`src/rtl/pulse_meas_pkg.sv`:
```
// Shared state encoding, default widths and saturation helper for the pulse width meter.
package pulse_meas_pkg;

   typedef enum logic [1:0] {
      ST_ARM  = 2'd0,
      ST_WAIT = 2'd1,
      ST_MEAS = 2'd2
   } meas_state_e;

   localparam int DEF_CNT_W       = 16;
   localparam int DEF_SYNC_STAGES = 2;
   localparam int DEF_FILT_LEN    = 3;

   // All-ones value of a w-bit counter, for w in 1..63.
   function automatic logic [63:0] sat_of(input int w);
      return {64{1'b1}} >> (64 - w);
   endfunction

endpackage

```
`src/rtl/pulse_sync.sv`:
```
// Input synchronizer chain with an optional run-length glitch filter.
// Macro GLITCH_FILTER_EN enables the filter stage.
module pulse_sync
   import pulse_meas_pkg::*;
#(
   parameter int SYNC_STAGES = DEF_SYNC_STAGES,
   parameter int FILT_LEN    = DEF_FILT_LEN
) (
   input  logic clk,
   input  logic rst,
   input  logic pulse_in,
   output logic lvl_raw
);

   if (SYNC_STAGES < 2 || FILT_LEN < 2) begin : g_param_check
      $error("pulse_sync: SYNC_STAGES and FILT_LEN must both be >= 2");
   end

   logic [SYNC_STAGES-1:0] sync_q;

   always_ff @(posedge clk or posedge rst) begin
      if (rst) sync_q <= '0;
      else     sync_q <= {sync_q[SYNC_STAGES-2:0], pulse_in};
   end

`ifdef GLITCH_FILTER_EN
   logic [FILT_LEN-1:0] hist_d;
   logic [FILT_LEN-2:0] hist_q;
   logic                lvl_d;
   logic                lvl_q;

   // The level only follows the input once FILT_LEN consecutive samples agree.
   assign hist_d = {hist_q, sync_q[SYNC_STAGES-1]};

   always_comb begin
      lvl_d = lvl_q;
      if (&hist_d)       lvl_d = 1'b1;
      else if (~|hist_d) lvl_d = 1'b0;
   end

   always_ff @(posedge clk or posedge rst) begin
      if (rst) begin
         hist_q <= '0;
         lvl_q  <= 1'b0;
      end else begin
         hist_q <= hist_d[FILT_LEN-2:0];
         lvl_q  <= lvl_d;
      end
   end

   assign lvl_raw = lvl_d;
`else
   assign lvl_raw = sync_q[SYNC_STAGES-1];
`endif

endmodule

```
`src/rtl/pulse_width_meter.sv`:
```
// Measures active pulse widths on an async line and offers them on a valid/ready port.
// Macro GLITCH_FILTER_EN enables the input glitch filter inside pulse_sync.
//
// state   | meaning
// ST_ARM  | idle or disabled; waiting to see the inactive level
// ST_WAIT | armed; waiting for the leading edge
// ST_MEAS | pulse in progress; counting active cycles
module pulse_width_meter
   import pulse_meas_pkg::*;
#(
   parameter int CNT_W       = DEF_CNT_W,
   parameter int SYNC_STAGES = DEF_SYNC_STAGES,
   parameter int FILT_LEN    = DEF_FILT_LEN
) (
   input  logic             clk,
   input  logic             rst,
   input  logic             en,
   input  logic             pol,
   input  logic             pulse_in,
   output logic [CNT_W-1:0] width_out,
   output logic             width_ovf,
   output logic             width_valid,
   input  logic             width_ready,
   output logic             busy,
   output logic             dropped
);

   localparam logic [CNT_W-1:0] SAT = CNT_W'(sat_of(CNT_W));

   meas_state_e      state_q;
   logic             pol_q;
   logic [CNT_W-1:0] cnt_q;
   logic [CNT_W-1:0] cnt_d;
   logic [CNT_W-1:0] width_q;
   logic             ovf_q;
   logic             valid_q;
   logic             dropped_q;
   logic             lvl_raw;
   logic             lvl;

   pulse_sync #(
      .SYNC_STAGES (SYNC_STAGES),
      .FILT_LEN    (FILT_LEN)
   ) u_sync (
      .clk      (clk),
      .rst      (rst),
      .pulse_in (pulse_in),
      .lvl_raw  (lvl_raw)
   );

   // While arming the live pol input is used; afterwards the latched copy.
   assign lvl   = ~(lvl_raw ^ ((state_q == ST_ARM) ? pol : pol_q));
   assign cnt_d = (cnt_q == SAT) ? cnt_q : cnt_q + CNT_W'(1);

   always_ff @(posedge clk or posedge rst) begin
      if (rst) begin
         state_q   <= ST_ARM;
         pol_q     <= 1'b0;
         cnt_q     <= '0;
         width_q   <= '0;
         ovf_q     <= 1'b0;
         valid_q   <= 1'b0;
         dropped_q <= 1'b0;
      end else begin
         dropped_q <= 1'b0;
         if (valid_q && width_ready) valid_q <= 1'b0;
         if (!en) begin
            state_q <= ST_ARM;
            cnt_q   <= '0;
         end else begin
            case (state_q)
               ST_ARM: begin
                  if (!lvl) begin
                     state_q <= ST_WAIT;
                     pol_q   <= pol;
                  end
               end
               ST_WAIT: begin
                  if (lvl) begin
                     state_q <= ST_MEAS;
                     cnt_q   <= CNT_W'(1);
                  end
               end
               ST_MEAS: begin
                  if (lvl) begin
                     cnt_q <= cnt_d;
                  end else begin
                     state_q <= ST_WAIT;
                     // A pending, unaccepted result wins over the new one.
                     if (!valid_q || width_ready) begin
                        width_q <= cnt_q;
                        ovf_q   <= (cnt_q == SAT);
                        valid_q <= 1'b1;
                     end else begin
                        dropped_q <= 1'b1;
                     end
                  end
               end
               default: state_q <= ST_ARM;
            endcase
         end
      end
   end

   assign width_out   = width_q;
   assign width_ovf   = ovf_q;
   assign width_valid = valid_q;
   assign busy        = (state_q == ST_MEAS);
   assign dropped     = dropped_q;

endmodule

```
`config.mk`:
```
export PLATFORM = sky130hd
export DESIGN_NAME = pulse_width_meter
export DESIGN_NICKNAME = d
export VERILOG_FILES = /design/src/rtl/pulse_meas_pkg.sv /design/src/rtl/pulse_sync.sv /design/src/rtl/pulse_width_meter.sv
export SDC_FILE = /design/constraint.sdc
export NUM_CORES = 1
export LEC_CHECK = 0
export ABC_CLOCK_PERIOD_IN_PS = 3600
export CAP_MARGIN = 20
export CORE_MARGIN = 4
export CORE_UTILIZATION = 50
export CTS_CLUSTER_SIZE = 25
export DETAILED_ROUTE_END_ITERATION = 10
export GPL_TIMING_DRIVEN = 0
export PLACE_DENSITY = 0.74
export SYNTH_ARGS = -nofsm -noshare
export SYNTH_HDL_FRONTEND = slang
export SYNTH_SLANG_ARGS = --single-unit
export TNS_END_PERCENT = 5
```
`constraint.sdc`:
```
create_clock -name clk -period 3.6 [get_ports clk]
set_input_delay 0.36 -clock clk [delete_from_list [all_inputs] [get_ports clk]]
set_output_delay 0.36 -clock clk [all_outputs]
set_load 0.05 [all_outputs]
```
* Yosys cells after proc, flatten, opt, wreduce, memory -nomap -nowiden *
Index checks and enable logic that the tools add are counted.

storage, ports and cells
  flip-flop bits (word level) = 40
  input port bits = 6
  output and inout port bits = 20
  logic and storage cells = 46

cells by class
  add/sub/neg operators = 1
  eq/ne operators = 8
  multiplexer cells = 19
  bitwise gates (word level) = 1
  reduce and logical (&&, ||, !) cells = 9

operators by type and width
  kind                                                                   count
  16-bit two-way mux                                                     4
  16-bit one-hot mux with 2 select lines                                 1
  16-bit by 1-bit adder with 16-bit output, second input constant        1
  16-bit equality test, second input constant                            1
  1-bit two-way mux                                                      10
  3-bit != test, second input constant                                   3
  4-bit AND reduction                                                    2
  2-bit two-way mux                                                      3
  2-bit one-hot mux with 2 select lines                                  1
  3-bit by 1-bit != test with 1-bit output, second input constant        1
  3-bit by 2-bit != test with 1-bit output, second input constant        1
  3-bit AND reduction                                                    1
  2-bit by 1-bit equality test with 1-bit output, second input constant  1
  2-bit equality test, second input constant                             1
  2-bit logical NOT                                                      1
  2-bit AND reduction                                                    1
  2-bit OR reduction                                                     1
  1-bit logical AND                                                      1
  1-bit logical NOT                                                      1
  1-bit logical OR                                                       1
  1-bit XOR                                                              1

* Depth between registers and ports, before layout *
  word-level depth = 6
  gate-level depth with buffers = 6
  mapped depth without buffers = 5

* By module *
A second synthesis with hierarchy kept.

unflattened totals
  cells, all modules = 171
  area total of the unflattened synthesis = 1999.4 um^2

by module, submodules not included
  module             instances  cells each  area an instance (um^2)  sequential area each (um^2)
  pulse_width_meter  1          168         1945.6                   950.9
  pulse_sync         1          3           53.8                     50.0

* Worst setup path before layout *
Ideal clock, no wire load.

  path type = register to register
  start point = reg cnt_q[0]
  end point = reg cnt_q[9]
  setup time = 0.124 ns
  arrival time = 1.567 ns
  required time = 3.476 ns
  path slack = 1.909 ns
  cell stages (with the launch flop) = 7
  buffers on the path = 1
  clock period less this slack = 1.691 ns
  cells stage by stage = dfrtp_1 ha_1 nand4_1 nor4_1 buf_2 nor4_1 a211o_1

on the way
  longest elaborated chain between the ends = 5
  elaborated cells between the ends (all ways) = 8
  classes of those cells = 1 x add/sub; 2 x eq/ne; 4 x mux; 1 x reduce/logical

RTL lines
  what                                      line                     text
  start, declared                           pulse_width_meter.sv:32  logic [CNT_W-1:0] cnt_q;
  start signal, assigned                    pulse_width_meter.sv:86  cnt_q <= cnt_d;
  16-bit by 1-bit adder with 16-bit output  pulse_width_meter.sv:53  assign cnt_d = (cnt_q == SAT) ? cnt_q : cnt_q + CNT_W'(1);
  16-bit two-way mux                        pulse_width_meter.sv:53
  16-bit two-way mux                        pulse_width_meter.sv:85  if (lvl) begin
  16-bit one-hot mux with 2 select lines    pulse_width_meter.sv:71  case (state_q)
  16-bit two-way mux                        pulse_width_meter.sv:67  if (!en) begin

Parallel ways exist; a longest one is shown, timed or not. The select of a mux whose other input is x is not followed.
A chain may end at the register's enable or synchronous reset.

* Worst setup path after layout *
Same ends and word-level chain as after synthesis.

==> flow_summary.json <==
{
  "leakage_nw": 1.06,
  "via_per_inst": 6.02,
  "start_util_pct": 52.2,
  "p_per_area_nw_per_um2": 383,
  "crit_fanout": 10,
  "max_stage_delay_ns": 0.48,
  "cts_root_buf": "clkbuf_8",
  "cp.arrival_ns": 2.33,
  "ys_seq_area_share_pct": 51.6,
  "drv_cap": 0,
  "async_flop_share_pct": 100,
  "vdd_ir_drop_max_uv": 308,
  "rsz0062_at_grt": "no",
  "critPathRequiredTime_ns": 3.77,
  "core-area_um2": 3720,
  "path_common_cell": "nor4_1",
  "status": "complete, no violations",
  "clkTransAtPathRegs_ns": 0.07,
  "cp_cell_sequence": "ha_1 -> nand4_1 -> nor4_1 -> buf_2 -> nor4_1 -> a211o_1",
  "grt_use_total_pct": 17.8,
  "stdcell_count": 253,
  "ys.flop_type": "dfrtp_1",
  "numPortBuffers": 24,
  "min_period_ns": 2.16,
  "postCtsSetupBuffers": 0,
  "synth_fp_nets": 180,
  "worst_slew_pin_slew_ns": 0.801,
  "seqPwrFrac_pct": 53.6,
  "hold_viol": 0,
  "whs_endpoint": "u_sync.sync_q[1]",
  "antenna_found_initial": 0,
  "die_w_um": 70.3,
  "h-tree-depth": 2,
  "die_area_um2": 4940,
  "hp-class": "register to register",
  "cp_top_family": "simple AND/OR/NAND/NOR gates",
  "drc": 0,
  "synth_cells": 173,
  "io-pin-count": 26,
  "p_int_mw": 0.665,
  "cts_inserted_buffers": 5,
  "p_sw_mw": 0.227,
  "syn_area_um2": 1940,
  "dp_hpwl_mm": 2.89,
  "cts_resized": 0,
  "clock_path_buffers": 2,
  "area_growth_pct": 20.1,
  "dp.cells": 245,
  "routed_wl_mm": 4.08,
  "syn_avg_cell_area_um2": 11.2,
  "yosysWarnings": 0,
  "worst-r2r-cell-count": 6,
  "yosysMostFrequentCell": "dfrtp_1",
  "finalSetupTns_ns": 0,
  "slew-limit-headroom_pct": 46.5,
  "r2r_setup_slack_ns": 1.44,
  "routedWlPerCell_um": 16.1,
  "p_sw_share_pct": 25.5,
  "die_h_um": 70.3,
  "fmax_mhz": 462,
  "critPathKind": "register to register",
  "synth_top_cell_area_share_pct": 51.6,
  "drt-initial-drc-count": 66,
  "insertion_delay_ns": 0.28,
  "maxSlewViolCount": 0,
  "worstPathBufferInverterCount": 1,
  "cts_hold_buf": 0,
  "layout.nets": 211,
  "critPathCaptureType": "register",
  "yosysTopAreaCell": "dfrtp_1",
  "drtAntennaViolNets": 0,
  "synth-edff-count": 0,
  "fin_worst_skew_ns": 0.00274,
  "cp.depth": 6,
  "pwr-share-comb_pct": 13.7,
  "globalplace.congestion": 0.860,
  "setup_viol": 0,
  "grt_pass1_wl_mm": 7.14,
  "post-route-period-util_pct": 60.1,
  "n_antenna_cell": 0,
  "startpoint_type": "register",
  "pwr-share-clk_pct": 32.7,
  "ys_types": 45,
  "overflow": 0,
  "grt_pass1_vias": 1515,
  "min_path_cells": 0,
  "vias": 1524,
  "slowest_stage": "dfrtp_1",
  "synthTopCellsByArea": "dfrtp_1 (52%), mux2_2 (10%), o22a_1 (2.7%), nand3_1 (2.3%), nand4_1 (2.3%)",
  "core.rowCount": 22,
  "reg2reg_from": "cnt_q[0]",
  "min_from": "u_sync.sync_q[0]",
  "clock_sinks": 40,
  "synth-seq-cells": 40,
  "yosys-top-cells-count": "dfrtp_1 (40), mux2_2 (18), nand3_1 (9)",
  "dr.pass1.iters": 4,
  "cp-startpoint": "cnt_q[0]",
  "layout-drive-gt1-share_pct": 18.0,
  "grt_max_degree": 41,
  "cts_tree": "yes",
  "r2r-end": "cnt_q[9]"
}
## logic make-up after synthesis
logic type,count (synthesis),share of synthesized area [%]
AND/OR/NAND/NOR,57,17.5
AO/OA/AOI/OAI,36,13.7
XOR/XNOR,3,1.35
buffers and inverters,17,4.26
adder cells (fa/ha/maj),1,0.645
flip-flops,40,51.6
multiplexers,19,11.0
## flip-flops by register name, indices dropped and copies added (netlist names)
signal,flops
cnt_q,16
dropped,1
pol_q,1
state_q,2
u_sync.sync_q,2
width_out,16
width_ovf,1
width_valid,1
## layout make-up
class | instances | area (um^2)
buffer | 11 | 60.1
timing repair buffer | 24 | 240
inverter | 6 | 22.5
tap | 48 | 60.1
clock buffer | 8 | 90.1
multi-input combinational | 116 | 857
fill | 302 | 1390
sequential | 40 | 1000
## power by group through the flow
| stage | logic [mW] | clock network [mW] | registers (mW) |
|---|---|---|---|
| floorplan | 0.0634 | 0 | 0.506 |
| global placement | 0.119 | 0 | 0.485 |
| CTS | 0.123 | 0.301 | 0.478 |
| global route | 0.132 | 0.328 | 0.480 |
| finish | 0.122 | 0.291 | 0.478 |
| detailed placement | 0.122 | 0 | 0.487 |
## how the worst max path moves through the flow
stage | slack [ns] | end
2_1_floorplan | 1.91 | cnt_q[9]
3_3_place_gp | 1.54 | width_out[0]
3_5_place_dp | 1.52 | cnt_q[0]
4_1_cts | 1.50 | cnt_q[9]
5_1_grt | 1.30 | cnt_q[9]
6_report | 1.44 | cnt_q[9]
## placed cells by master (no fill, tap or decap), types with 4 or more instances in the layout
master	count
o22a_1	6
nand4_1	7
clkbuf_1	4
dfrtp_1	40
nand3_1	9
clkbuf_8	6
clkdlybuf4s50_1	24
mux2_2	18
o21ai_0	5
nor3_1	6
inv_1	5
nand2_1	8
and3_1	4
buf_2	4
## stage by stage
step           hold slack (ns)  power, mW  utilization (%)  cell area, um^2  setup WS (ns)
2_1_floorplan            0.331      0.569                -             1940           1.91
6_report                 0.352      0.892             62.7             2330           1.44
4_1_cts                  0.356      0.902             62.7             2330           1.50
3_3_place_gp             0.333      0.604             60.3             2240           1.54
5_1_grt                  0.381      0.940             62.7             2330           1.30
3_5_place_dp             0.340      0.609             60.3             2240           1.52
## layer usage
layer  up-vias  share of wire [%]  track usage [%]
met2        54                 49             29.0
met1       753                 45             23.9
met5         -                  0                0
met4         0                1.4             6.17
li1        708                  -                -
met3         9                4.5             3.17
No activity file was read; power rests on OpenSTA's default activity.
